## src/rtl/ntt_addr_gen.sv

```systemverilog
// ntt_addr_gen: butterfly address, twiddle address and stage sequencer for a 2^N-point NTT.
// Optional macro NTT_STAGE_BUBBLE_EN inserts BUBBLE idle cycles between consecutive stages.
module ntt_addr_gen #(
    parameter int N      = 3,
    parameter int SW     = 2,
    parameter int BUBBLE = 2
) (
    input  logic          clk,
    input  logic          rst,
    input  logic          start,
    input  logic          inv,
    input  logic          ready,
    output logic          busy,
    output logic          valid,
    output logic [N-1:0]  addr_a,
    output logic [N-1:0]  addr_b,
    output logic [N-1:0]  tf_addr,
    output logic [SW-1:0] stage,
    output logic          tf_down,
    output logic          done
);

    localparam int            JMAXI   = (1 << (N - 1)) - 1;
    localparam logic [N-1:0]  JMAX    = JMAXI[N-1:0];
    localparam int            SLASTI  = N - 1;
    localparam logic [SW-1:0] SLAST   = SLASTI[SW-1:0];
    localparam int            ONEI    = 1;
    localparam logic [N-1:0]  ONE     = ONEI[N-1:0];
    localparam logic [N-1:0]  ALLONES = '1;

    typedef enum logic [1:0] {
        IDLE = 2'd0,
        RUN  = 2'd1,
        GAP  = 2'd2,
        FIN  = 2'd3
    } state_t;

    state_t        state, state_nxt;
    logic [SW-1:0] s, s_nxt;
    logic [N-1:0]  j, j_nxt;
    logic          inv_nxt;
    logic [N-1:0]  h, g, o;
    logic [N-1:0]  a_nxt, b_nxt, tf_nxt;
    int            sh;

`ifdef NTT_STAGE_BUBBLE_EN
    localparam int           GW     = (BUBBLE > 1) ? $clog2(BUBBLE) : 1;
    localparam int           GLASTI = BUBBLE - 1;
    localparam logic [GW-1:0] GLAST = GLASTI[GW-1:0];
    logic [GW-1:0] gcnt, gcnt_nxt;
`endif

    assign stage = s;

    // Sequencing: j walks butterflies within a stage, s walks stages.
    always_comb begin
        state_nxt = state;
        s_nxt     = s;
        j_nxt     = j;
        inv_nxt   = tf_down;
`ifdef NTT_STAGE_BUBBLE_EN
        gcnt_nxt  = gcnt;
`endif
        case (state)
            IDLE: begin
                if (start) begin
                    inv_nxt   = inv;
                    s_nxt     = '0;
                    j_nxt     = '0;
                    state_nxt = RUN;
                end
            end
            RUN: begin
                if (ready) begin
                    if (j != JMAX) begin
                        j_nxt = j + 1'b1;
                    end else if (s != SLAST) begin
                        j_nxt = '0;
                        s_nxt = s + 1'b1;
`ifdef NTT_STAGE_BUBBLE_EN
                        gcnt_nxt  = '0;
                        state_nxt = GAP;
`endif
                    end else begin
                        state_nxt = FIN;
                    end
                end
            end
`ifdef NTT_STAGE_BUBBLE_EN
            GAP: begin
                if (gcnt == GLAST) begin
                    state_nxt = RUN;
                end else begin
                    gcnt_nxt = gcnt + 1'b1;
                end
            end
`endif
            FIN: state_nxt = IDLE;
            default: state_nxt = IDLE;
        endcase
    end

    // Descriptor for the upcoming (s, j): half-span h is a power of two, so
    // group/offset split and the group stride reduce to shifts and masks.
    always_comb begin
        sh     = inv_nxt ? int'(s_nxt) : (N - 1 - int'(s_nxt));
        h      = ONE << sh;
        g      = j_nxt >> sh;
        o      = j_nxt & (h - ONE);
        a_nxt  = (g << (sh + 1)) | o;
        b_nxt  = a_nxt + h;
        tf_nxt = inv_nxt ? ((ALLONES >> s_nxt) - g) : ((ONE << s_nxt) + g);
    end

    // All outputs are registered; descriptors are zeroed outside RUN.
    always_ff @(posedge clk) begin
        if (rst) begin
            state   <= IDLE;
            s       <= '0;
            j       <= '0;
            tf_down <= 1'b0;
            valid   <= 1'b0;
            busy    <= 1'b0;
            done    <= 1'b0;
            addr_a  <= '0;
            addr_b  <= '0;
            tf_addr <= '0;
`ifdef NTT_STAGE_BUBBLE_EN
            gcnt    <= '0;
`endif
        end else begin
            state   <= state_nxt;
            s       <= s_nxt;
            j       <= j_nxt;
            tf_down <= inv_nxt;
            valid   <= (state_nxt == RUN);
            busy    <= (state_nxt == RUN) || (state_nxt == GAP);
            done    <= (state_nxt == FIN);
            if (state_nxt == RUN) begin
                addr_a  <= a_nxt;
                addr_b  <= b_nxt;
                tf_addr <= tf_nxt;
            end else begin
                addr_a  <= '0;
                addr_b  <= '0;
                tf_addr <= '0;
            end
`ifdef NTT_STAGE_BUBBLE_EN
            gcnt    <= gcnt_nxt;
`endif
        end
    end

endmodule

```

## config.mk

```make
export PLATFORM = sky130hd
export DESIGN_NAME = ntt_addr_gen
export DESIGN_NICKNAME = d
export VERILOG_FILES = /design/src/rtl/ntt_addr_gen.sv
export SDC_FILE = /design/constraint.sdc
export NUM_CORES = 1
export LEC_CHECK = 0
export ABC_AREA = 1
export BUFFER_PORTS_ARGS = -buffer_cell sky130_fd_sc_hd__clkbuf_2
export CAP_MARGIN = 0
export CORE_ASPECT_RATIO = 1.25
export CORE_MARGIN = 3
export CORE_UTILIZATION = 50
export CTS_BUF_LIST = sky130_fd_sc_hd__clkbuf_2
export DETAILED_ROUTE_END_ITERATION = 8
export PLACE_DENSITY = 0.68
export RECOVER_POWER = 50
export REMOVE_ABC_BUFFERS = 1
export SYNTH_ARGS = -nofsm -noshare
export SYNTH_HDL_FRONTEND = slang
export SYNTH_SLANG_ARGS = --single-unit
```

## constraint.sdc

```tcl
create_clock -name clk -period 4.8 [get_ports clk]
set_input_delay 0 -clock clk [delete_from_list [all_inputs] [get_ports clk]]
set_output_delay 0 -clock clk [all_outputs]
set_load 0.01 [all_outputs]
```

# Yosys cells after proc, flatten, opt, wreduce, memory -nomap -nowiden
# Cells that the tools add are included.
dict set report op_classes {
  n_addsub 8
  n_eq_ne 6
  shift 5
  muxes 19
  bitwise 3
  reduce_logical 3
}
# operator n
set ops {}
lappend ops {{adder 32 x 2 -> 32 bit (second input constant)} 1}
lappend ops {{two-way mux 32 bit} 1}
lappend ops {{left shift 1 x 32 -> 3 bit (first input constant)} 1}
lappend ops {{left shift 3 x 32 -> 3 bit} 1}
lappend ops {{>> shifter 3 x 32 -> 3 bit} 1}
lappend ops {{two-way mux 2 bit} 8}
lappend ops {{two-way mux 3 bit} 5}
lappend ops {{case mux 2 bit (2 select lines)} 2}
lappend ops {{adder 3 bit} 2}
lappend ops {{case mux 3 bit (2 select lines)} 1}
lappend ops {{equality test 2 x 1 -> 1 bit (second input constant)} 2}
lappend ops {{equality test 2 bit (second input constant)} 2}
lappend ops {{adder 3 x 1 -> 3 bit (second input constant)} 1}
lappend ops {{bitwise AND 3 bit} 1}
lappend ops {{inequality test 3 x 2 -> 1 bit (second input constant)} 1}
lappend ops {{bitwise OR 3 bit} 1}
lappend ops {{left shift 1 x 2 -> 3 bit (first input constant)} 1}
lappend ops {{>> shifter 3 x 2 -> 3 bit (first input constant)} 1}
lappend ops {{subtractor 2 x 2 -> 3 bit (first input constant)} 1}
lappend ops {{subtractor 3 x 1 -> 3 bit (second input constant)} 1}
lappend ops {{subtractor 3 bit} 1}
lappend ops {{adder 2 x 1 -> 2 bit (second input constant)} 1}
lappend ops {{logical NOT 2 bit} 1}
lappend ops {{two-way mux 1 bit} 2}
lappend ops {{4 further kinds} 4}
dict set report totals {
  register_bits 20
  input_bits 5
  output_inout_bits 15
  word_cells 54
}

# Depth between registers and ports, before layout
# Gate-level depths: netlist of run 1.
dict set report depth {
  word_depth 12
  depth_mapped 23
  ltp_nobuf 23
}

# Worst setup path after synthesis of run 1
# OpenSTA, ideal clock, no wires.
dict set report synth_timing {
  path_kind {register to register}
  start {register j[0]}
  end {register addr_b[2]}
  setup_ps 64
  arrival_time_ps 3386
  t_required_ps 4736
  setup_slack_ps 1350
  stages_incl_launch_ff 23
  n_path_buf 0
  synth_period_minus_slack_ps 3450
  cell_sequence {dfxtp_1 ha_1 nand3_1 nor2_2 nand2_1 nand2_4 inv_1 ha_1 or2_1 nand2_4 inv_2 ha_1 nand2_1 inv_1 a21oi_1 inv_1 ha_1 fa_1 xnor2_1 inv_1 nand3_1 nand2_1 nor2_1}
}
dict set report synth_via {
  elab_chain_cells 11
  word_cells_on_any_way 26
  classes_between {add/sub: 5; eq/ne: 2; shift: 3; mux: 12; bitwise: 3; reduce/logical: 1}
}
# element line_no
set synth_lines {}
lappend synth_lines {{from (decl)} 40} ;# logic [N-1:0] j, j_nxt;
lappend synth_lines {{from (signal assigned)} 134} ;# j <= j_nxt;
lappend synth_lines {{inequality test 3 x 2 -> 1 bit *} 75} ;# if (j != JMAX) begin
lappend synth_lines {{two-way mux 2 bit *} 75}
lappend synth_lines {{two-way mux 2 bit *} 74} ;# if (ready) begin
lappend synth_lines {{case mux 2 bit (2 select lines) *} 64} ;# case (state)
lappend synth_lines {{named net s_nxt[1]} 39} ;# logic [SW-1:0] s, s_nxt;
lappend synth_lines {{subtractor 2 x 2 -> 3 bit} 106} ;# sh = inv_nxt ? int'(s_nxt) : (N - 1 - int'(s_nxt));
lappend synth_lines {{two-way mux 32 bit *} 106}
lappend synth_lines {{parallel branches: the longest is 3 deep, another holds adder 32 x 2 -> 32 bit} --}
lappend synth_lines {{bitwise OR 3 bit *} 110} ;# a_nxt = (g << (sh + 1)) | o;
lappend synth_lines {{named net a_nxt[0]} 43} ;# logic [N-1:0] a_nxt, b_nxt, tf_nxt;
lappend synth_lines {{adder 3 bit *} 111} ;# b_nxt = a_nxt + h;
lappend synth_lines {{to (signal assigned)} 141} ;# addr_b <= b_nxt;
lappend synth_lines {{to (decl)} 16} ;# output logic [N-1:0] addr_b,
# Mark *: on every way through the listed nets, which the timed path passes.
# A chain may end at the register's enable or synchronous reset.

# Worst setup path in the final report of run 1
# Same ends and word-level chain as after synthesis.

==> results.sh, run 1 <==
export IMPL_reg2reg_to="addr_b[2]"
export IMPL_synth_most_common_cell="nand2_1"
export IMPL_avgRoutedWirePerCell_um=11.00
export IMPL_antenna_found_initial=0
export IMPL_die_w_um=53.71
export IMPL_cp_required_ns=5.06
export IMPL_initial_utilization=0.5257
export IMPL_start_kind="flip-flop"
export IMPL_grt_pass1_vias=1132
export IMPL_endpoint_kind="flip-flop"
export IMPL_ys_types=26
export IMPL_tightest_slew_ns=0.4969
export IMPL_worstSetupPathDepth=23
export IMPL_fp_row_count=21
export IMPL_status="complete, no violations"
export IMPL_fin_crit_ns=3.796
export IMPL_netlist_area_mm2=0.001423
export IMPL_grt_max_degree=13
export IMPL_syn_area_per_cell_um2=7.078
export IMPL_synth_top_area_cell="dfxtp_1"
export IMPL_cts_tree="done"
export IMPL_drv_slew=0
export IMPL_cts_buffers=3
export IMPL_drt_iter0_drc=25
export IMPL_finalSetupViolations=0
export IMPL_track_usage=0.1722
export IMPL_cts_root_buf="clkbuf_2"
export IMPL_ys_seq_area_frac=0.2814
export IMPL_drc=0
export IMPL_rsz0062_at_grt="false"
export IMPL_fin_skew_ns=0.002461
export IMPL_hp_class="primary input to flip-flop"
export IMPL_ys_top_cells_by_count="nand2_1 (41), inv_1 (33), nor2_1 (25)"
export IMPL_dr_total_vias=1253
export IMPL_max_freq_ghz=0.2635
export IMPL_regArea_um2=400.4
export IMPL_synth_top_area_frac=0.2814
export IMPL_fin_nets=246
export IMPL_gp_routability_congestion=0.8539
export IMPL_hp_start="start"
export IMPL_cts_resized=0
export IMPL_critical_path_max_fanout=8
export IMPL_core_mm2=0.002706
export IMPL_relSlewSlack=0.6680
export IMPL_drt_first_pass_iters=4
export IMPL_fin_hold_ws_ns=0.05166
export IMPL_path_class="flip-flop to flip-flop"
export IMPL_min_to="state[0]"
export IMPL_ys_flop_type="dfxtp_1"
export IMPL_max_stage_delay_ns=0.39
export IMPL_p_leak_nw=0.7822
export IMPL_cts_max_path_buffers=2
export IMPL_drv_cap=0
export IMPL_overflow=0
export IMPL_reg2reg_depth=23
export IMPL_hpwl_um=2302
export IMPL_die_area_mm2=0.003525
export IMPL_drtAntennaViolNets=0
export IMPL_pin_count=20
export IMPL_ys_ff_latch=20
export IMPL_fp_dieH_um=65.64
export IMPL_tns_ns=0
export IMPL_multi_input_area_um2=865.8
export IMPL_fin_total_pwr_mw=0.2917
export IMPL_viasPerCell=4.875
export IMPL_final_hold_viol_count=0
export IMPL_path_buf_inv=5
export IMPL_drive_gt1_frac=0.1480
export IMPL_routed_wl_um=2826
export IMPL_whs_path_depth=3
export IMPL_synth_edf_count=0
export IMPL_async_flop_share=0
export IMPL_power_density_mw_per_mm2=187.9
export IMPL_crit_family="adder cells"
export IMPL_irDropWorstVdd_uv=89.33
export IMPL_grt_pass1_wl_um=4560
export IMPL_regToRegSetupSlack_ns=1.00
export IMPL_antennaDiodeCount=0
export IMPL_cts_htree_levels=1
export IMPL_numPortBuffers=19
export IMPL_synth_area_leaders="dfxtp_1 (28%), ha_1 (13%), nand2_1 (11%)"
export IMPL_period_share=0.7908
export IMPL_fillers=269
export IMPL_area_delta_synth_final_pct=9.147
export IMPL_crit_path_top_delay_cell="dfxtp_1"
export IMPL_cts_sinks=20
export IMPL_synth_cells=201
export IMPL_yosys_warnings=0
export IMPL_arrival_ns=4.05
export IMPL_insertion_delay_ns=0.30
export IMPL_worstPathCellList="ha_1 -> nand3_1 -> nand2_1 -> nand2_2 -> nand2_1 -> nand2_4 -> inv_1 -> ha_1 -> or2_1 -> nand2_4 -> inv_2 -> ha_1 -> nand2_1 -> inv_1 -> a21oi_1 -> inv_1 -> ha_1 -> fa_1 -> xnor2_1 -> inv_1 -> nand3_1 -> nand2_1 -> nor2_1"
export IMPL_clkTransAtPathRegs_ns=0.17
export IMPL_r2r_start="j[0]"
[cell type report]
type                    instances  share of cell area
clock buffers                   3            0.009670
clock inverters                 1            0.002417
inverters                      37             0.08944
multi-input cells             142              0.5576
flip-flops and latches         20              0.2579
well taps                      34             0.02740
repair buffers                 20             0.05560
[where the power goes]
group,switching [mW],internal [mW]
combinational,0.0345,0.0175
sequential,0.00216,0.173
clock,0.0468,0.0181
total,0.0835,0.208
[worst register-to-register path, stage by stage (launching register included)]
cell and delay [ns]:
dfxtp_1 0.39, ha_1 0.22, nand3_1 0.13, nand2_1 0.09, nand2_2 0.06, nand2_1 0.12, nand2_4 0.11, inv_1 0.18
ha_1 0.27, or2_1 0.26, nand2_4 0.13, inv_2 0.05, ha_1 0.29, nand2_1 0.10, inv_1 0.07, a21oi_1 0.19
inv_1 0.06, ha_1 0.19, fa_1 0.37, xnor2_1 0.16, inv_1 0.08, nand3_1 0.08, nand2_1 0.05, nor2_1 0.10
[cell families (layout without fill, tap and decap cells)]
| kind of cell | after synthesis | after routing | share of synthesized area |
|---|---|---|---|
| simple gates | 112 | 112 | 0.4002 |
| flops | 20 | 20 | 0.2814 |
| xor+xnor | 1 | 1 | 0.006158 |
| compound gates | 12 | 12 | 0.04398 |
| buf+inv | 39 | 61 | 0.1082 |
| fa+ha+maj | 17 | 17 | 0.1601 |
[how the worst max path moves through the flow]
stage	slack (ns)	endpoint	from
detailed placement	1.04	addr_b[2]	j[0]
CTS	1.00	addr_b[2]	j[0]
floorplan	1.35	addr_b[2]	j[0]
finish	1.00	addr_b[2]	j[0]
global route	0.59	addr_b[2]	j[0]
global placement	1.19	addr_b[2]	j[0]
[layer usage]
metal / part of all wire / up-vias / wire [um] / track usage
li1: - / 668 / - / -
met1: 0.47 / 561 / 1320 / 0.1944
met2: 0.49 / 20 / 1375 / 0.3061
met3: 0.026 / 4 / 73 / 0.02041
met4: 0.020 / 0 / 56 / 0.08307
met5: 0 / - / 0 / 0
[through the flow]
step	utilization	cell area (um2)	std cells	setup WS [ns]
final	0.5737	1553	257	1.004
after global routing	0.5737	1553	257	0.5863
after CTS	0.5816	1574	257	1.003
after detailed placement	0.5710	1545	252	1.040
after global placement	0.5710	1545	252	1.190
after floorplan	-	1408	199	1.350
[sequential cells by signal, summed over array words and instances (netlist names)]
signal	cells
addr_b	3
j	3
tf_down	1
valid	1
done	1
state	2
tf_addr	3
busy	1
addr_a	3
stage	2
[cell usage in the layout, fill, tap and decap left out]
cell	instances
nand2_4	5
and2_4	1
nor2_1	25
ha_1	15
dfxtp_1	20
inv_1	33
a21o_1	1
xnor2_1	1
nor3b_1	1
inv_2	3
a21oi_1	8
nand3_1	14
nor2_4	1
nor2_2	4
nand4_1	5
nand3_4	1
fa_1	2
or2_1	1
dlygate4sd3_1	1
clkbuf_2	7
nand3_2	2
o21ai_0	3
clkbuf_1	15
nand2_1	42
clkinv_1	2
nand2_2	9
nor3_1	1
[timing repair]
| item | in CTS | in global routing |
|---|---|---|
| setup buffers | 0 | 0 |
| hold endpoints to repair | 5 | 0 |
| hold buffers | 1 | 0 |
Note: power is estimated with default switching activity, not from simulation.
==> run 2, diff against run 1 <==
--- a/config.mk
+++ b/config.mk
@@ -5,7 +5,7 @@
 export SDC_FILE = /design/constraint.sdc
 export NUM_CORES = 1
 export LEC_CHECK = 0
-export ABC_AREA = 1
+export ABC_AREA = 0
 export BUFFER_PORTS_ARGS = -buffer_cell sky130_fd_sc_hd__clkbuf_2
 export CAP_MARGIN = 0
 export CORE_ASPECT_RATIO = 1.25
==> constraint.sdc (replaced) <==
create_clock -name clk -period 3.9 [get_ports clk]
set_input_delay 0 -clock clk [delete_from_list [all_inputs] [get_ports clk]]
set_output_delay 0 -clock clk [all_outputs]
set_load 0.01 [all_outputs]
==> results.sh, run 2 <==
export IMPL_insertion_delay_ns=0.32
export IMPL_final_cell_mix="nor2_1 (20), dfxtp_1 (15), buf_4 (15), clkbuf_1 (13), inv_1 (12)"
export IMPL_drv_cap=0
export IMPL_numPortBuffers=19
export IMPL_synth_edf_count=0
export IMPL_reg2reg_to="addr_b[2]"
export IMPL_endpoint="addr_b[2]"
export IMPL_clkTransAtPathRegs_ns=0.19
export IMPL_finalSetupViolations=0
export IMPL_synth_cells=162
export IMPL_tightest_slew_ns=0.6527
export IMPL_drt_iter0_drc=41
export IMPL_ys_seq_area_frac=0.2817
export IMPL_syn_area_per_cell_um2=8.774
export IMPL_dr_total_vias=1367
export IMPL_overflow=0
export IMPL_drt_first_pass_iters=4
export IMPL_drc=0
export IMPL_ys_top_cells_by_count="dfxtp_1 (20), nor2_1 (20), ha_1 (15)"
export IMPL_fin_skew_ns=0.003632
export IMPL_routed_wl_um=3543
export IMPL_antenna_found_initial=0
export IMPL_cts_htree_levels=1
export IMPL_cts_max_path_buffers=2
export IMPL_relSlewSlack=0.5619
export IMPL_synth_top_area_cell="dfxtp_1"
export IMPL_grt_pass1_wl_um=5740
export IMPL_grt_pass1_vias=1291
export IMPL_start_kind="flip-flop"
export IMPL_reg2reg_depth=17
export IMPL_antennaDiodeCount=0
export IMPL_final_common_cell="nor2_1"
export IMPL_arrival_ns=4.02
export IMPL_hpwl_um=2555
export IMPL_yosys_warnings=0
export IMPL_synth_top_area_frac=0.2817
export IMPL_fin_nets=221
export IMPL_ys_ff_latch=20
export IMPL_r2r_start="j[0]"
export IMPL_crit_start="j[0]"
export IMPL_netlist_area_mm2=0.001421
export IMPL_gp_routability_congestion=0.9463
export IMPL_area_delta_synth_final_pct=21.48
export IMPL_fin_total_pwr_mw=0.3774
export IMPL_viasPerCell=5.918
export IMPL_cp_required_ns=4.18
export IMPL_irDropWorstVdd_uv=139.8
export IMPL_final_hold_viol_count=0
export IMPL_ys_flop_type="dfxtp_1"
export IMPL_fp_row_count=21
export IMPL_path_class="flip-flop to flip-flop"
export IMPL_cts_root_buf="clkbuf_2"
export IMPL_async_flop_share=0
export IMPL_cts_buffers=3
export IMPL_regToRegSetupSlack_ns=0.16
export IMPL_ys_types=51
export IMPL_cts_tree="done"
export IMPL_hp_class="primary input to flip-flop"
export IMPL_p_leak_nw=0.7738
export IMPL_fillers=233
export IMPL_grt_max_degree=12
export IMPL_drtAntennaViolNets=0
export IMPL_post_route_util=0.6380
export IMPL_period_share=0.9586
export IMPL_pin_count=20
export IMPL_synth_area_leaders="dfxtp_1 (28%), ha_1 (13%), nor2_1 (5.3%)"
export IMPL_endpoint_kind="flip-flop"
export IMPL_fp_dieH_um=65.61
export IMPL_drv_slew=0
export IMPL_max_freq_ghz=0.2675
export IMPL_status="complete, no violations"
export IMPL_die_area_mm2=0.003523
export IMPL_die_w_um=53.69
export IMPL_track_usage=0.2161
export IMPL_initial_utilization=0.5252
export IMPL_core_mm2=0.002706
export IMPL_cts_sinks=20
export IMPL_drive_gt1_frac=0.2538
export IMPL_fin_crit_ns=3.739
export IMPL_critical_path_max_fanout=5
export IMPL_avgRoutedWirePerCell_um=15.34
export IMPL_power_density_mw_per_mm2=218.6
## run 2: report_power, final
part / total, mW / switching [mW] / leakage (nW) / internal (mW)
clock network: 0.0859 / 0.0650 / 0.0125 / 0.0210
logic: 0.0737 / 0.0429 / 0.596 / 0.0308
registers: 0.218 / 0.00451 / 0.166 / 0.213
total: 0.377 / 0.112 / 0.774 / 0.265
## run 2: per-layer routing
metal	vias to the layer above	GRT usage	share of wire
met5	-	0	0
met4	0	0.08626	0.031
met3	14	0.02948	0.046
met2	54	0.3697	0.50
met1	641	0.2621	0.42
li1	658	-	-
## run 2: per-stage QoR
step	hold WS (ns)	TNS [ns]	cells	instance area, um2	setup WS [ns]
detailed placement	0.3321	-0.008046	218	1580	-0.008046
CTS	0.1930	0	224	1628	0.008681
global route	0.2273	-0.004617	231	1727	-0.004617
finish	0.2207	0	231	1727	0.1613
global placement	0.3191	0	218	1580	0.1023
floorplan	0.06669	0	158	1390	0.05131
## run 2: how the worst min path moves through the flow
stage,start,to,slack (ns),cells after the start
after floorplan,rst,busy,0.07,1
after global placement,rst,busy,0.32,2
after detailed placement,start,state[0],0.33,3
after CTS,ready,j[2],0.19,4
after global routing,ready,j[2],0.23,4
final,ready,j[2],0.22,4
## run 2: timing repair
action / 4_1_cts / 5_1_grt
resized for setup: 3 / 18
hold endpoints to repair: 10 / 0
hold buffers: 2 / 0
setup buffers: 1 / 7
pin swaps: 1 / 6
setup endpoints to repair: 2 / 2
## run 2: worst max-delay path, cell delays in order, from the launching register on
cell	delay, ns
dfxtp_2	0.40
ha_4	0.16
and4b_2	0.35
nand3_4	0.12
and2_4	0.18
ha_1	0.30
inv_1	0.04
o211a_1	0.13
a21oi_4	0.16
ha_4	0.22
nand4_1	0.11
nor2_1	0.07
a41o_1	0.23
ha_1	0.21
fa_1	0.38
xnor2_1	0.15
a2111o_1	0.40
o21ai_1	0.08
## run 2: logic make-up after synthesis
family	Yosys count	synth area share
and+or+nand+nor	60	0.2482
AOI/OAI and AO/OA	40	0.2218
buffers and inverters	22	0.06954
DFF	20	0.2817
adders and majority gates	17	0.1602
xor gates and xnor gates	3	0.01849
## run 2: layout make-up
type / count / area (um2) / area share
Multi-Input combinational cell: 120 / 983.4 / 0.5696
Inverter: 18 / 67.56 / 0.03913
Clock buffer: 3 / 15.01 / 0.008696
Timing Repair Buffer: 36 / 211.5 / 0.1225
Tap cell: 34 / 42.54 / 0.02464
Sequential cell: 20 / 406.6 / 0.2355
